--- src/rtl/dose_countdown_timer.sv ---
// dose_countdown_timer: presets an HH:MM:SS BCD countdown from a ROM dose word,
// decrements it once per second and raises an alarm at 00:00:00 until acknowledged.
`default_nettype none

module dose_countdown_timer #(
   parameter int TICKS_PER_SEC = 50_000_000
) (
   input  logic        clk,
   input  logic        reset,
   input  logic        load_pulse,
   input  logic        start_pulse,
   input  logic        pause_pulse,
   input  logic        ack_pulse,
   input  logic [7:0]  rom_content,
   output logic [23:0] time_bcd,
   output logic [3:0]  med_id,
   output logic        alarm,
   output logic        running
);

   localparam int PW = (TICKS_PER_SEC > 2) ? $clog2(TICKS_PER_SEC) : 1;
   localparam logic [PW-1:0] C_LAST_TICK = PW'(TICKS_PER_SEC - 1);

   typedef enum logic [2:0] {
      S_IDLE    = 3'd0,
      S_LOADED  = 3'd1,
      S_RUNNING = 3'd2,
      S_PAUSED  = 3'd3,
      S_ALARM   = 3'd4
   } state_t;

   state_t        state_q;
   logic [23:0]   time_q;
   logic [3:0]    med_q;
   logic [3:0]    hours_q;
   logic [PW-1:0] presc_q;
   logic          alarm_q;
   logic          running_q;

   // Binary hours (1..15) to two BCD digits.
   function automatic logic [7:0] hours_to_bcd(input logic [3:0] h);
      if (h >= 4'd10) begin
         hours_to_bcd = {4'd1, h - 4'd10};
      end else begin
         hours_to_bcd = {4'd0, h};
      end
   endfunction

   // One BCD digit step of the borrow chain: returns {borrow_out, new_digit}.
   function automatic logic [4:0] digit_dec(input logic [3:0] d, input logic [3:0] max,
                                            input logic bin);
      if (!bin) begin
         digit_dec = {1'b0, d};
      end else if (d == 4'd0) begin
         digit_dec = {1'b1, max};
      end else begin
         digit_dec = {1'b0, d - 4'd1};
      end
   endfunction

   logic [4:0]  s0_d, s1_d, m0_d, m1_d, h0_d, h1_d;
   logic [23:0] time_dec_d;
   logic        expire_d;
   logic        tick_d;
   logic        cmd_load, cmd_ack, cmd_pause, cmd_start;

   always_comb begin
      s0_d = digit_dec(time_q[3:0],   4'd9, 1'b1);
      s1_d = digit_dec(time_q[7:4],   4'd5, s0_d[4]);
      m0_d = digit_dec(time_q[11:8],  4'd9, s1_d[4]);
      m1_d = digit_dec(time_q[15:12], 4'd5, m0_d[4]);
      h0_d = digit_dec(time_q[19:16], 4'd9, m1_d[4]);
      h1_d = digit_dec(time_q[23:20], 4'd1, h0_d[4]);
      time_dec_d = {h1_d[3:0], h0_d[3:0], m1_d[3:0], m0_d[3:0], s1_d[3:0], s0_d[3:0]};
      // A zero start value also lands in ALARM rather than wrapping to 19:59:59.
      expire_d = (time_dec_d == 24'h0) || (time_q == 24'h0);
      tick_d   = (presc_q == C_LAST_TICK);
   end

   // An invalid load still claims the command slot, dropping coincident pulses.
   assign cmd_load  = load_pulse && (rom_content[3:0] != 4'd0);
   assign cmd_ack   = !load_pulse && ack_pulse;
   assign cmd_pause = !load_pulse && !ack_pulse && pause_pulse;
   assign cmd_start = !load_pulse && !ack_pulse && !pause_pulse && start_pulse;

   always_ff @(posedge clk or posedge reset) begin
      if (reset) begin
         state_q   <= S_IDLE;
         time_q    <= 24'h0;
         med_q     <= 4'd0;
         hours_q   <= 4'd0;
         presc_q   <= '0;
         alarm_q   <= 1'b0;
         running_q <= 1'b0;
      end else if (cmd_load) begin
         med_q     <= rom_content[7:4];
         hours_q   <= rom_content[3:0];
         time_q    <= {hours_to_bcd(rom_content[3:0]), 16'h0};
         presc_q   <= '0;
         state_q   <= S_LOADED;
         alarm_q   <= 1'b0;
         running_q <= 1'b0;
      end else begin
         case (state_q)
            S_LOADED, S_PAUSED: begin
               if (cmd_start) begin
                  presc_q   <= '0;
                  state_q   <= S_RUNNING;
                  running_q <= 1'b1;
               end
            end
            S_RUNNING: begin
               if (cmd_pause) begin
                  state_q   <= S_PAUSED;
                  running_q <= 1'b0;
               end else if (tick_d) begin
                  presc_q <= '0;
                  if (expire_d) begin
                     time_q    <= 24'h0;
                     state_q   <= S_ALARM;
                     running_q <= 1'b0;
                     alarm_q   <= 1'b1;
                  end else begin
                     time_q <= time_dec_d;
                  end
               end else begin
                  presc_q <= presc_q + PW'(1);
               end
            end
            S_ALARM: begin
               if (cmd_ack) begin
                  time_q    <= {hours_to_bcd(hours_q), 16'h0};
                  presc_q   <= '0;
                  state_q   <= S_RUNNING;
                  running_q <= 1'b1;
                  alarm_q   <= 1'b0;
               end
            end
            default: begin
               state_q <= state_q;
            end
         endcase
      end
   end

   assign time_bcd = time_q;
   assign med_id   = med_q;
   assign alarm    = alarm_q;
   assign running  = running_q;

endmodule

`default_nettype wire

--- config.mk ---
export PLATFORM = sky130hd
export DESIGN_NAME = dose_countdown_timer
export DESIGN_NICKNAME = d
export VERILOG_FILES = /design/src/rtl/dose_countdown_timer.sv
export SDC_FILE = /design/constraint.sdc
export NUM_CORES = 1
export LEC_CHECK = 0
export BUFFER_PORTS_ARGS = -buffer_cell sky130_fd_sc_hd__buf_2
export CORE_AREA = 2 2 85 87
export CTS_BUF_LIST = sky130_fd_sc_hd__clkbuf_8
export DETAILED_ROUTE_END_ITERATION = 8
export DIE_AREA = 0 0 87 89
export GPL_TIMING_DRIVEN = 0
export PLACE_DENSITY = 0.74
export SETUP_SLACK_MARGIN = 0.2
export SLEW_MARGIN = 10
export SYNTH_ARGS = -nofsm -noshare
export SYNTH_HDL_FRONTEND = slang
export SYNTH_SLANG_ARGS = --single-unit
export TNS_END_PERCENT = 20
--- constraint.sdc ---
create_clock -name clk -period 4.1 [get_ports clk]
set_input_delay 0.41 -clock clk [delete_from_list [all_inputs] [get_ports clk]]
set_output_delay 0.41 -clock clk [all_outputs]
set_load 0.01 [all_outputs]
======== After elaboration in Yosys (flattened, before gate mapping) ========
Index checks and enable logic that the tools add are counted.
word-level totals
  output and inout port bits .............. 30
  word-level logic and storage cells ...... 101
  flip-flop bits (word level) ............. 63
cells by class
  mux-type cells .......................... 45
  add/subtract/negate cells ............... 9
  reductions and logical operators ........ 26
  equal/unequal tests ..................... 12
  order comparisons ....................... 2
operator list
  cell                                              count
  2-to-1 mux 26 bit                                 5
  2-to-1 mux 24 bit                                 5
  case mux 26 bit (3 select lines)                  1
  2-to-1 mux 5 bit                                  11
  logical NOT 24 bit                                2
  case mux 24 bit (2 select lines)                  1
  adder 26 x 1 -> 26 bit, second input constant     1
  == test 26 bit, second input constant             1
  logical NOT 4 bit                                 6
  subtractor 4 x 1 -> 4 bit, second input constant  6
  2-to-1 mux 3 bit                                  6
  inequality test 3 bit, second input constant      5
  2-to-1 mux 1 bit                                  11
  AND reduction 5 bit                               2
  case mux 3 bit (3 select lines)                   1
  >= comparator 4 bit, second input constant        2
  2-to-1 mux 4 bit                                  2
  inequality test 4 bit, second input constant      2
  AND reduction 4 bit                               2
  nonzero test 4 bit                                2
  subtractor 4 bit, second input constant           2
  == test 3 x 2 -> 1 bit, second input constant     2
  logical AND 1 bit                                 6
  == test 3 x 1 -> 1 bit, second input constant     1
  other kinds (7)                                   9

======== Longest topological paths before layout ========
  depth in word-level cells ............... 14
  depth in mapped cells ................... 11
  mapped depth without buffers ............ 9

======== Worst setup path before layout ========
No wires, ideal clock.
  path kind ............................... register -> register
  start ................................... register time_q[0] (netlist: time_bcd[0])
  end ..................................... register time_q[4] (netlist: time_bcd[4])
  buffers on the path ..................... 2
  period minus slack after synthesis ...... 3.114 ns
  arrival time ............................ 2.980 ns
  path slack .............................. 0.986 ns
  setup time .............................. 0.134 ns
  stages on the path, launching flop included .. 12
  cells stage by stage .................... dfrtp_1 inv_1 ha_1 or4b_1 or4_1 buf_2 or4_4 o31ai_4 nor2_2 nand2_1 buf_4 o22ai_1
between the ends
  word-level cells in the longest chain between the ends .. 14
  elaborated cells between the ends (all ways) .. 16
  those cells by class .................... 1 x add/sub; 11 x mux; 4 x reduce/logical
RTL lines
  what                                  RTL line  text
  from (decl)                           33        logic [23:0] time_q;
  from (signal assigned)                98        time_q <= {hours_to_bcd(rom_content[3:0]), 16'h0};
  from (signal assigned)                124       time_q <= time_dec_d;
  from (signal assigned)                132       time_q <= {hours_to_bcd(hours_q), 16'h0};
  logical NOT 4 bit                     54        end else if (d == 4'd0) begin
  2-to-1 mux 5 bit                      54
  2-to-1 mux 5 bit (4 in series)        52        if (!bin) begin
  2-to-1 mux 4 bit                      52
  logical NOT 24 bit                    76        expire_d = (time_dec_d == 24'h0) || (time_q == 24'h0);
  logical OR 1 bit                      76
  2-to-1 mux 24 bit (*)                 118       if (expire_d) begin
  2-to-1 mux 24 bit (*)                 116       end else if (tick_d) begin
  2-to-1 mux 24 bit (*)                 113       if (cmd_pause) begin
  case mux 24 bit (2 select lines) (*)  104       case (state_q)
  2-to-1 mux 24 bit (*)                 95        end else if (cmd_load) begin
Mark *: on every way between the ends. The rest lies on a longest branch, timed or not. The select of a mux whose other input is x is not followed.
A chain may end at the register's enable or synchronous reset.

======== Final worst setup path ========
  start ................................... register time_q[0] (netlist: time_bcd[0])
  end ..................................... register running_q (netlist: running)
between the ends
  word-level cells in the longest chain between the ends .. 11
  elaborated cells between the ends (all ways) .. 13
  those cells by class .................... 1 x add/sub; 1 x eq/ne; 6 x mux; 5 x reduce/logical
RTL lines
  what                                 RTL line  text
  logical NOT 4 bit                    54
  2-to-1 mux 5 bit                     54
  2-to-1 mux 5 bit (4 in series)       52
  2-to-1 mux 4 bit                     52
  logical NOT 24 bit                   76
  logical OR 1 bit (*)                 76
  inequality test 4 bit (no line) (*)  n/a
  AND reduction 5 bit (no line) (*)    n/a
  to (signal assigned)                 94        running_q <= 1'b0;
  to (signal assigned)                 102       running_q <= 1'b0;
  to (signal assigned)                 109       running_q <= 1'b1;
  to (decl)                            38        logic running_q;
Mark *: on every way between the ends. The rest lies on a longest branch, timed or not.

==> impl_metrics.toml <==
[run_status]
status = "finished clean"

[grt]
grt_overflow_total = 0
number_of_global_route_vias_before_repair = 3303
grt_max_degree = 64
global_route.usage.total = 0.2506
grt_antenna_before_repair = 0
grt_pass1_wl_mm = 15.21

[worst_setup_path]
reg2reg_from = "time_bcd[0]"
critical_path.cell_chain = "inv_1 -> ha_1 -> or4b_1 -> or4_1 -> buf_2 -> xnor2_1 -> nor4b_1 -> clkbuf_1 -> o21ai_1 -> a21oi_1 -> nor3_1"
critPathCaptureType = "flip-flop"
crit-reg2reg-capture = "running"
critical_path.startpoint = "time_bcd[0]"
maximum_fanout_along_the_worst_path = 10
cpLargestDelayFamily = "simple AND/OR/NAND/NOR gates"
setup.worst_path.start_class = "flip-flop"
cp.arrival_ns = 3.70
worstSetupPathDepth = 11
timing_worst_setup_path_type = "flip-flop to flip-flop"
cp.buffers_inverters = 3
crit_path_top_delay_cell = "sky130_fd_sc_hd__or4_1"
cp.required_ns = 4.32
slowest_delay_ns = 0.51
worstSetupEndpoint = "running"
worst_r2r_path_depth = 11
worst-r2r-setup-slack_ns = 0.61

[synth]
postSynth.topFlopCell = "sky130_fd_sc_hd__dfrtp_1"
yosysWarningCount = 0
ys_seq_area_frac = 0.4315
synth.cell_area_um2 = 3654
synth_cells = 431
mean_area_per_synthesized_cell_um2 = 8.477
synth-edff-count = 0
ys_seq_elements = 63
async_reset_ff_frac = 1.000
synth_fp_nets = 451
synth.distinct_cells = 61

[sta]
maxSlewViolCount = 0
timing.final.crit_period_ns = 3.486
fin_skew_ns = 0.007518
rsz0062_at_grt = "no"
report.final.hold_viol_count = 0
final.setup.tns_ns = 0
maxSlewHeadroom = 0.4464
tightest_slew_ns = 0.8214
hold-worst-slack_ns = 0.2082
achievable-frequency_mhz = 286.9
setup_viol_count_final = 0
timing.final.crit_share = 0.8502

[clocking]
cts-root-buf = "sky130_fd_sc_hd__clkbuf_8"
clock_sink_count = 63
post-cts-setup-buffer-count = 0
cts_buf_count = 9
worstSkewPairLatency_ns = 0.35
cts-htree-levels = 3
cts.reportedPaths.clkPinSlew_ns = 0.07
cts_resized = 0
cts_buffer_depth = 2
cts_tree = "done"
hold_buffers = 0

[placed_design]
final_estimated_routing_congestion_in_global_placement = 0.8556
port_buffers = 40
dpl.hpwl_mm = 6.146

[detailed_routing]
detail_route.wirelength_mm = 8.965
route.met2.wl_mm = 4.205
post_drt_wl_per_cell_um = 15.87
dr_wl_met3_um = 462
top_layer = "met4"
postRouteAntennaNets = 0
vias = 3429
drt_first_iter_violations = 202
detail_route.drc_violations = 0
first_pass_iters = 5
vias_per_cell = 6.069
wl_met1_mm = 4.138

[die]
coreArea_um2 = 6719
chipWidth_um = 87
design.portCount = 44
die-area_um2 = 7743
floorplan.initialDensity = 0.5438
dieHeight_um = 89
num_rows = 30

[layout]
finish.net_count = 502
area_delta_synth_final_pct = 12.77
antenna_cells_inserted = 0
proportion_of_layout_cells_with_a_drive_suffix_above_1 = 0.1423
mostFrequentLayoutCells = "63 x sky130_fd_sc_hd__nand2_1, 63 x sky130_fd_sc_hd__dfrtp_1, 44 x sky130_fd_sc_hd__o21ai_0"
fillers = 599

[pwr]
leakage_nw = 1.852
ir_worst_vdd_mv = 0.1933
p_per_area_nw_per_um2 = 460.1
total_power_w = 0.001896

[worst_hold_path]
timing.hold.worst.class = "input port to async pin"

[run]
drv.max_cap_violation_count = 0
## synth_stat cells, drive strengths merged (2+ instances only)
cell type / n / area share
xnor2: 3 / 0.0072
nor3: 13 / 0.019
nor2: 35 / 0.037
o311ai: 2 / 0.0048
or2: 6 / 0.010
o31ai: 12 / 0.028
or4b: 2 / 0.0055
inv: 16 / 0.016
nor2b: 5 / 0.0086
or4: 5 / 0.011
a22o: 6 / 0.014
nor4b: 2 / 0.0048
o21ai: 55 / 0.075
and2: 3 / 0.0051
nand2b: 3 / 0.0051
a21oi: 14 / 0.019
clkbuf: 15 / 0.015
nand4: 8 / 0.014
o21bai: 4 / 0.0082
buf: 4 / 0.0065
nand3: 15 / 0.021
nand2: 63 / 0.065
a21boi: 2 / 0.0041
o22ai: 4 / 0.0068
or3b: 2 / 0.0048
nor4bb: 3 / 0.0082
xor2: 7 / 0.017
o41ai: 4 / 0.012
or3: 9 / 0.015
ha: 6 / 0.021
nor4: 7 / 0.012
and3: 13 / 0.022
a31oi: 5 / 0.0086
dfrtp: 63 / 0.43
## power by group
part	internal (W)	switching [W]	total (W)
sequential	0.000696	0.000110	0.000806
clock	0.000240	0.000235	0.000475
combinational	0.000262	0.000353	0.000615
total	0.00120	0.000697	0.00190
## state kept, by name (all words and copies together), names as in the netlist
name      flops
running       1
presc_q      26
med_id        4
time_bcd     24
hours_q       4
alarm         1
state_q       3
## per-stage QoR
stage                     worst slack (ns)  std cells  instance area [um^2]    util
after CTS                           0.6417        565                  4120  0.6132
final                               0.6144        565                  4120  0.6132
after global routing                0.3884        565                  4120  0.6132
after floorplan                     0.9864        431                  3654       -
after detailed placement            0.6904        551                  3956  0.5888
after global placement              0.7381        551                  3954  0.5885
## layout make-up
| cell class | count | area [um^2] | share of cell area |
|---|---|---|---|
| buffer | 19 | 80.08 | 0.01944 |
| tap | 80 | 100.1 | 0.02429 |
| clock inverter | 3 | 12.51 | 0.003037 |
| clock buffer | 11 | 151.4 | 0.03674 |
| multi-input combinational | 333 | 1937 | 0.4701 |
| timing repair buffer | 40 | 200.2 | 0.04859 |
| inverter | 16 | 62.56 | 0.01518 |
| sequential | 63 | 1577 | 0.3826 |
## worst min-delay path by stage
stage | from | endpoint | slack, ns | cells after the start
after floorplan | hours_q[0] | hours_q[0] | 0.43 | 2
after global placement | hours_q[0] | hours_q[0] | 0.44 | 2
after detailed placement | hours_q[0] | hours_q[0] | 0.45 | 2
after CTS | reset | time_bcd[8] | 0.24 | 2
after global routing | rom_content[4] | med_id[0] | 0.25 | 3
final | reset | presc_q[8] | 0.21 | 2
## cells by family (layout without fill, tap and decap cells)
logic type / count (synthesis) / in the layout / share of synthesized area
adders and majority gates: 6 / 6 / 0.02055
DFF: 63 / 63 / 0.4315
AOI/OAI and AO/OA: 118 / 118 / 0.2055
xor gates and xnor gates: 10 / 10 / 0.02397
and+or+nand+nor: 198 / 198 / 0.2771
buffers and inverters: 35 / 89 / 0.03835
muxes: 1 / 1 / 0.003082
## metal layers
layer | up-vias | global-route usage
li1 | 1671 | -
met1 | 1634 | 0.3377
met2 | 106 | 0.3949
met5 | - | 0
met4 | 0 | 0.09943
met3 | 18 | 0.05633
Note: power is estimated with default switching activity, not from simulation.
